## src/rtl/exa_vc_link_tx_if.sv

```systemverilog
// Handshake bundle for exa_vc_link_tx: per-VC AXI-Stream sources in, one ExaNet flit link out.
interface exa_vc_link_tx_if #(
    parameter int NVC        = 6,
    parameter int DATA_WIDTH = 128
);
    logic [NVC*DATA_WIDTH-1:0] s_tdata;
    logic [NVC-1:0]            s_tvalid;
    logic [NVC-1:0]            s_tlast;
    logic [NVC-1:0]            s_tready;
    logic [DATA_WIDTH-1:0]     o_data;
    logic                      o_header_valid;
    logic                      o_payload_valid;
    logic                      o_footer_valid;
    logic                      i_header_ready;
    logic                      i_payload_ready;
    logic                      i_footer_ready;

    modport master (
        input  s_tdata, s_tvalid, s_tlast,
        input  i_header_ready, i_payload_ready, i_footer_ready,
        output s_tready, o_data, o_header_valid, o_payload_valid, o_footer_valid
    );

    modport slave (
        output s_tdata, s_tvalid, s_tlast,
        output i_header_ready, i_payload_ready, i_footer_ready,
        input  s_tready, o_data, o_header_valid, o_payload_valid, o_footer_valid
    );
endinterface

```

## src/rtl/exa_vc_link_tx.sv

```systemverilog
// ExaNet link transmitter: strict-priority / per-priority round-robin arbitration over
// credit-gated VC sources, sending whole packets as header/payload/footer flits.
//
// state | meaning
// IDLE  | no packet in flight; arbitrate eligible VCs, grant consumes one credit
// HDR   | present header flit of the granted VC
// BODY  | present payload flits, then the footer (flit carrying tlast)
module exa_vc_link_tx #(
    parameter int prio_num   = 2,
    parameter int vc_num     = 3,
    parameter int DATA_WIDTH = 128,
    parameter int credit_max = 40,
    localparam int NVC       = prio_num * vc_num,
    localparam int logVcPrio = (NVC > 1) ? $clog2(NVC) : 1,
    localparam int CW        = $clog2(credit_max + 1)
) (
    input  logic                   ACLK,
    input  logic                   ARESETN,
    exa_vc_link_tx_if.master       link,
    input  logic [NVC-1:0]         i_credit_return,
    output logic [logVcPrio-1:0]   o_active_vc,
    output logic [NVC*CW-1:0]      o_credits,
    output logic [NVC-1:0]         o_credit_overflow,
    output logic                   o_proto_err
);
    localparam int PW = (prio_num > 1) ? $clog2(prio_num) : 1;
    localparam int VW = (vc_num > 1) ? $clog2(vc_num) : 1;

    typedef enum logic [1:0] {IDLE, HDR, BODY} state_t;

    state_t                state_q, state_d;
    logic [logVcPrio-1:0]  active_q;
    logic [PW-1:0]         prio_q;
    logic [VW-1:0]         vc_q;
    logic [VW-1:0]         rr_q [prio_num];
    logic [CW-1:0]         credit_q [NVC];
    logic [NVC-1:0]        ovf_q;
    logic                  perr_q;

    logic [NVC-1:0]        eligible;
    logic                  grant_ok;
    logic [PW-1:0]         grant_prio;
    logic [VW-1:0]         grant_vc;
    logic [logVcPrio-1:0]  grant_idx;
    logic [NVC-1:0]        grant_vec;

    logic                  act_valid, act_last;
    logic [DATA_WIDTH-1:0] act_data;
    logic [NVC-1:0]        act_onehot;

    logic                  hdr_v, pay_v, ftr_v;
    logic [NVC-1:0]        tready;
    logic [DATA_WIDTH-1:0] data_o;
    logic                  perr_set, ftr_done;

    always_comb begin
        for (int v = 0; v < NVC; v++) begin
            eligible[v] = link.s_tvalid[v] & (credit_q[v] != '0);
        end
    end

    // Later (higher) priorities overwrite earlier ones; inside a priority the
    // descending scan leaves the first eligible VC at/after the pointer.
    always_comb begin
        grant_ok   = 1'b0;
        grant_prio = '0;
        grant_vc   = '0;
        for (int p = 0; p < prio_num; p++) begin
            for (int k = vc_num - 1; k >= 0; k--) begin
                int c;
                c = int'(rr_q[p]) + k;
                if (c >= vc_num) c = c - vc_num;
                if (eligible[p*vc_num + c]) begin
                    grant_ok   = 1'b1;
                    grant_prio = PW'(p);
                    grant_vc   = VW'(c);
                end
            end
        end
    end

    assign grant_idx  = logVcPrio'(int'(grant_prio) * vc_num + int'(grant_vc));
    assign grant_vec  = (state_q == IDLE && grant_ok) ? (NVC'(1) << grant_idx) : '0;

    assign act_valid  = link.s_tvalid[active_q];
    assign act_last   = link.s_tlast[active_q];
    assign act_data   = link.s_tdata[int'(active_q)*DATA_WIDTH +: DATA_WIDTH];
    assign act_onehot = NVC'(1) << active_q;

    always_comb begin
        state_d  = state_q;
        hdr_v    = 1'b0;
        pay_v    = 1'b0;
        ftr_v    = 1'b0;
        tready   = '0;
        data_o   = '0;
        perr_set = 1'b0;
        ftr_done = 1'b0;
        case (state_q)
            IDLE: begin
                if (grant_ok) state_d = HDR;
            end
            HDR: begin
                data_o = act_data;
                hdr_v  = act_valid;
                if (act_valid && link.i_header_ready) begin
                    tready = act_onehot;
                    if (act_last) begin
                        perr_set = 1'b1;
                        state_d  = IDLE;
                    end else begin
                        state_d  = BODY;
                    end
                end
            end
            BODY: begin
                data_o = act_data;
                if (act_last) begin
                    ftr_v = act_valid;
                    if (act_valid && link.i_footer_ready) begin
                        tready   = act_onehot;
                        ftr_done = 1'b1;
                        state_d  = IDLE;
                    end
                end else begin
                    pay_v = act_valid;
                    if (act_valid && link.i_payload_ready) tready = act_onehot;
                end
            end
            default: state_d = IDLE;
        endcase
    end

    always_ff @(posedge ACLK or negedge ARESETN) begin
        if (!ARESETN) begin
            state_q  <= IDLE;
            active_q <= '0;
            prio_q   <= '0;
            vc_q     <= '0;
            rr_q     <= '{default: '0};
            credit_q <= '{default: CW'(credit_max)};
            ovf_q    <= '0;
            perr_q   <= 1'b0;
        end else begin
            state_q <= state_d;
            if (state_q == IDLE && grant_ok) begin
                active_q <= grant_idx;
                prio_q   <= grant_prio;
                vc_q     <= grant_vc;
            end
            if (perr_set) perr_q <= 1'b1;
            if (ftr_done) rr_q[prio_q] <= (vc_q == VW'(vc_num - 1)) ? '0 : vc_q + 1'b1;
            // Grant and return on the same VC in one cycle cancel out.
            for (int v = 0; v < NVC; v++) begin
                case ({grant_vec[v], i_credit_return[v]})
                    2'b10: credit_q[v] <= credit_q[v] - 1'b1;
                    2'b01: begin
                        if (credit_q[v] == CW'(credit_max)) ovf_q[v]    <= 1'b1;
                        else                                credit_q[v] <= credit_q[v] + 1'b1;
                    end
                    default: ;
                endcase
            end
        end
    end

    assign link.o_data          = data_o;
    assign link.o_header_valid  = hdr_v;
    assign link.o_payload_valid = pay_v;
    assign link.o_footer_valid  = ftr_v;
    assign link.s_tready        = tready;

    for (genvar v = 0; v < NVC; v++) begin : g_credits
        assign o_credits[v*CW +: CW] = credit_q[v];
    end

    assign o_active_vc       = active_q;
    assign o_credit_overflow = ovf_q;
    assign o_proto_err       = perr_q;
endmodule

```

## src/flat_wrapper.sv

```systemverilog
// flat-port wrapper written by rule: the top's interface ports become plain ports
module exa_vc_link_tx_flat 
#(
    parameter int prio_num   = 2,
    parameter int vc_num     = 3,
    parameter int DATA_WIDTH = 128,
    parameter int credit_max = 40,
    localparam int NVC       = prio_num * vc_num,
    localparam int logVcPrio = (NVC > 1) ? $clog2(NVC) : 1,
    localparam int CW        = $clog2(credit_max + 1)
)
  (ACLK, ARESETN, i_credit_return, o_active_vc, o_credits, o_credit_overflow, o_proto_err, link_s_tdata, link_s_tvalid, link_s_tlast, link_i_header_ready, link_i_payload_ready, link_i_footer_ready, link_s_tready, link_o_data, link_o_header_valid, link_o_payload_valid, link_o_footer_valid);
  exa_vc_link_tx_if #(.NVC(((2) * (3))), .DATA_WIDTH(DATA_WIDTH)) link_i ();
  input  logic ACLK;
  input  logic ARESETN;
  input  logic [NVC-1:0] i_credit_return;
  output logic [logVcPrio-1:0] o_active_vc;
  output logic [NVC*CW-1:0] o_credits;
  output logic [NVC-1:0] o_credit_overflow;
  output logic o_proto_err;
  input wire logic [$bits(link_i.s_tdata)-1:0] link_s_tdata;
  input wire logic [$bits(link_i.s_tvalid)-1:0] link_s_tvalid;
  input wire logic [$bits(link_i.s_tlast)-1:0] link_s_tlast;
  input wire logic [$bits(link_i.i_header_ready)-1:0] link_i_header_ready;
  input wire logic [$bits(link_i.i_payload_ready)-1:0] link_i_payload_ready;
  input wire logic [$bits(link_i.i_footer_ready)-1:0] link_i_footer_ready;
  output wire logic [$bits(link_i.s_tready)-1:0] link_s_tready;
  output wire logic [$bits(link_i.o_data)-1:0] link_o_data;
  output wire logic [$bits(link_i.o_header_valid)-1:0] link_o_header_valid;
  output wire logic [$bits(link_i.o_payload_valid)-1:0] link_o_payload_valid;
  output wire logic [$bits(link_i.o_footer_valid)-1:0] link_o_footer_valid;
  assign link_i.s_tdata = link_s_tdata;
  assign link_i.s_tvalid = link_s_tvalid;
  assign link_i.s_tlast = link_s_tlast;
  assign link_i.i_header_ready = link_i_header_ready;
  assign link_i.i_payload_ready = link_i_payload_ready;
  assign link_i.i_footer_ready = link_i_footer_ready;
  assign link_s_tready = link_i.s_tready;
  assign link_o_data = link_i.o_data;
  assign link_o_header_valid = link_i.o_header_valid;
  assign link_o_payload_valid = link_i.o_payload_valid;
  assign link_o_footer_valid = link_i.o_footer_valid;
  exa_vc_link_tx #(.prio_num(prio_num), .vc_num(vc_num), .DATA_WIDTH(DATA_WIDTH), .credit_max(credit_max)) u_core (.ACLK(ACLK), .ARESETN(ARESETN), .link(link_i), .i_credit_return(i_credit_return), .o_active_vc(o_active_vc), .o_credits(o_credits), .o_credit_overflow(o_credit_overflow), .o_proto_err(o_proto_err));
endmodule
```

## config.mk

```make
export PLATFORM = sky130hd
export DESIGN_NAME = exa_vc_link_tx_flat
export DESIGN_NICKNAME = d
export VERILOG_FILES = /design/src/rtl/exa_vc_link_tx_if.sv /design/src/rtl/exa_vc_link_tx.sv /design/src/flat_wrapper.sv
export SDC_FILE = /design/constraint.sdc
export NUM_CORES = 1
export LEC_CHECK = 0
export CORE_AREA = 2 2 382 384
export CTS_BUF_LIST = sky130_fd_sc_hd__clkbuf_4 sky130_fd_sc_hd__clkbuf_8
export CTS_CLUSTER_DIAMETER = 200
export DETAILED_ROUTE_END_ITERATION = 8
export DIE_AREA = 0 0 384 386
export PLACE_DENSITY_LB_ADDON = 0.1
export SLEW_MARGIN = 25
export SYNTH_ARGS = -nofsm -noshare
export SYNTH_HDL_FRONTEND = slang
export SYNTH_SLANG_ARGS = --single-unit
export TNS_END_PERCENT = 1
```

## constraint.sdc

```tcl
create_clock -name ACLK -period 13.49 [get_ports ACLK]
set_input_delay 2.0235 -clock ACLK [delete_from_list [all_inputs] [get_ports ACLK]]
set_output_delay 2.0235 -clock ACLK [all_outputs]
set_load 0.02 [all_outputs]
```

==> flow_summary.yaml <==
route:
  avgRoutedWirePerCell_um: 29.3
  wl_mm: 118
  drc: 0
  drt-vias-per-instance: 3.53
  ant_nets: 0
  firstDrtPassIters: 4
  vias: 14254
  drt_iter0_markers: 792
power:
  ir_drop_mv: 0.123
  p_sw_frac: 0.537
  combPwrFrac: 0.887
  p_clk_frac: 0.022
  design_power_total_mw: 4.85
  internal-power_mw: 2.24
  p_per_area_nw_per_um2: 210
  power_leakage_nw: 8.53
  seq_power_share: 0.091
  p_switching_mw: 2.61
timing:
  fin_skew_ns: 0.00746
  relSlewSlack: 0.319
  rsz0062_at_grt: "no"
  hold_slack_ns: 0.485
  fin_crit_ns: 7.18
  worst_pin_slew_ns: 1.02
  tns_ns: 0
  finalSetupViolations: 0
  maxSlewViolCount: 0
  timing.final.crit_share: 0.532
  hold_violations: 0
  fmax_ghz: 0.139
worst_setup_path:
  cp.required_ns: 13.76
  cp-end-kind: "flip-flop"
  critPathMaxStageDelay_ns: 0.65
  cp_num_buf_inv: 2
  r2r_slack_ns: 7.10
  critPathKind: "in2reg"
  r2r_start: "u_core.o_credits[6]"
  rr_worst_depth: 20
  critPathLaunchType: "input pin"
  r2r_end: "u_core.o_credits[5]"
  critPathMaxFanout: 6
  crit_arrival_ns: 7.45
  cp_slowest_cell: "a2111oi_0"
  cp_top_family: "compound AO/OA/AOI/OAI gates"
  critical_path.cell_chain: "clkdlybuf4s50_1, inv_1, a2111oi_0, a2111oi_0, and2_1, a31oi_1, a21o_1, a32oi_1, ha_1, fa_1, nor2_1, nand2_1, o21ai_0, ha_1, a21o_1, a21oi_1, nor2b_1, o21ai_0, nand2b_1, o41ai_1, o22ai_1"
synth:
  syn-num-nets: 2053
  synth_cells: 1218
  synth-main-ff-cell: "dfrtp_1"
  synth-seq-cells: 55
  synth_seq_area_share: 0.125
  synth_largest_area_cell: "mux4_2"
  synth_area_leaders: "mux4_2 (26%), mux2i_1 (12%), dfrtp_1 (9.7%), and2_1 (7.5%), o21ai_0 (6.6%)"
  yosys-top-cells-count: "nand2_1 (163), o21ai_0 (146), mux2i_1 (136), and2_1 (133), mux4_2 (130)"
  ys_warn_count: 0
  synth_cell_types: 75
  synth.avg_cell_area_um2: 9.12
  yosysMostFrequentCell: "nand2_1"
  synth_top_area_frac: 0.264
  synth_edf_count: 0
  syn_area_um2: 11100
  async_flop_share: 1.00
global_route:
  grt_pass1_wl_mm: 150
  grt_use_total: 0.151
  gr-total-overflow: 0
  grt_max_degree: 100
  grt_pass1_vias: 14726
  antenna_found_initial: 88
final_layout:
  seqCellArea_um2: 1400
  final_layout_size_suffix_gt1_frac: 0.0986
  fin_util: 0.160
  n_fill_cell: 16249
  nNetsFinal: 2944
  area_growth_syn_to_layout_pct: 108
  stdcell_count: 4035
  multiInputGateArea_um2: 9220
clock_tree:
  clk_latency_ns: 0.35
  root_buffer: "clkbuf_8"
  numClockSinks: 55
  clk_path_buf_depth: 2
  cts_setup_buffers: 0
  numCtsBuffers: 5
  htree_levels: 2
  cts_tree: "built"
  cts-hold-fix-buffers: 0
  cts_resized: 0
  path_clk_slew_ns: 0.11
floorplanning:
  core_um2: 145000
  die_h_um: 386
  initial_core_util: 0.0768
  num_io_pins: 974
  die_w_um: 384
  dieArea_um2: 148000
  rows: 140
hold_path:
  min_to: "u_core.o_credit_overflow[1]"
  hold_depth: 1
  hold_path_class: "reg2reg"
  min-delay-start: "u_core.o_credit_overflow[1]"
status:
  status: "complete, no violations"
placement:
  port-buffer-count: 973
  gp_congestion: 0.870
  dpl.cell_count: 4019
  hpwlAfterDp_mm: 104
run:
  timing.max_cap.violations: 0
final cells by class:
class	instances	share of cell area
well taps	1917	0.104
clock buffers	7	0.00363
multi-input cells	1038	0.400
inverters	23	0.00396
flip-flops and latches	55	0.0606
diodes	9	0.000976
repair buffers	986	0.427
routing by layer:
layer	routed length, um	global-route usage	vias to the layer above
li1	-	-	6380
met2	58600	0.269	694
met5	157	0	-
met3	8170	0.0345	120
met4	1060	0.0102	26
met1	50300	0.192	7034
registers in the layout, summed over array words and instances (netlist names):
register and flops:
u_core.o_proto_err 1, u_core.vc_q 2, u_core.o_active_vc 3, u_core.state_q 2, u_core.prio_q 1, u_core.o_credits 36, u_core.rr_q 4, u_core.o_credit_overflow 6
cells in the final DEF, fill, tap and decap left out, types with 7 or more instances in the layout:
master | synthesis | layout
clkdlybuf4s50_1 | 0 | 972
nand2_1 | 163 | 163
o21ai_0 | 146 | 146
mux2i_1 | 136 | 136
and2_1 | 133 | 133
mux4_2 | 130 | 130
dfrtp_1 | 43 | 41
ha_1 | 37 | 36
nor2_1 | 26 | 26
a21oi_1 | 24 | 24
inv_1 | 23 | 22
nor3_1 | 17 | 17
a21o_1 | 16 | 16
mux2_2 | 15 | 15
a22o_1 | 15 | 15
nand3_1 | 13 | 13
buf_4 | 2 | 12
dfstp_2 | 12 | 12
nor2b_1 | 11 | 11
xnor2_1 | 11 | 11
a211oi_1 | 10 | 10
diode_2 | 0 | 9
nand2b_1 | 10 | 9
o21bai_1 | 9 | 9
xor2_1 | 9 | 9
fa_1 | 7 | 7
how the worst max path moves through the flow:
stage,startpoint,slack (ns),cells after the start,end
2_1_floorplan,link_s_tvalid[5],7.16,23,u_core.o_credits[35]
6_report,link_s_tvalid[1],6.31,21,u_core.o_credits[5]
3_5_place_dp,link_s_tvalid[5],6.00,22,u_core.o_credits[5]
5_1_grt,link_s_tvalid[1],5.79,21,u_core.o_credits[5]
4_1_cts,link_s_tvalid[5],6.37,22,u_core.o_credits[5]
3_3_place_gp,link_s_tvalid[5],5.96,22,u_core.o_credits[5]
kinds of logic (layout without fill, tap and decap cells):
family                     Yosys count  in the layout  share of synthesized area
adders and majority gates           44             44                     0.0543
and+or+nand+nor                    411            411                      0.190
buffers and inverters              125           1016                     0.0459
muxes                              285            285                      0.407
xor gates and xnor gates            22             22                     0.0187
DFF                                 55             55                      0.125
other                                0              9                          0
AOI/OAI and AO/OA                  276            276                      0.159
stage by stage:
| stage | setup WS (ns) | area, um2 |
|---|---|---|
| after global routing | 5.79 | 23100 |
| after floorplan | 7.16 | 11100 |
| after detailed placement | 6.00 | 23000 |
| after global placement | 5.96 | 23000 |
| after CTS | 6.37 | 23000 |
| final | 6.31 | 23100 |
power by group through the flow:
stage	clock (mW)	sequential (mW)	combinational [mW]
final	0.108	0.440	4.30
after CTS	0.115	0.451	4.40
after detailed placement	0	0.453	4.38
after global placement	0	0.453	4.40
after global routing	0.119	0.466	4.65
after floorplan	0	0.442	2.46
Note: power is estimated with default switching activity, not from simulation.
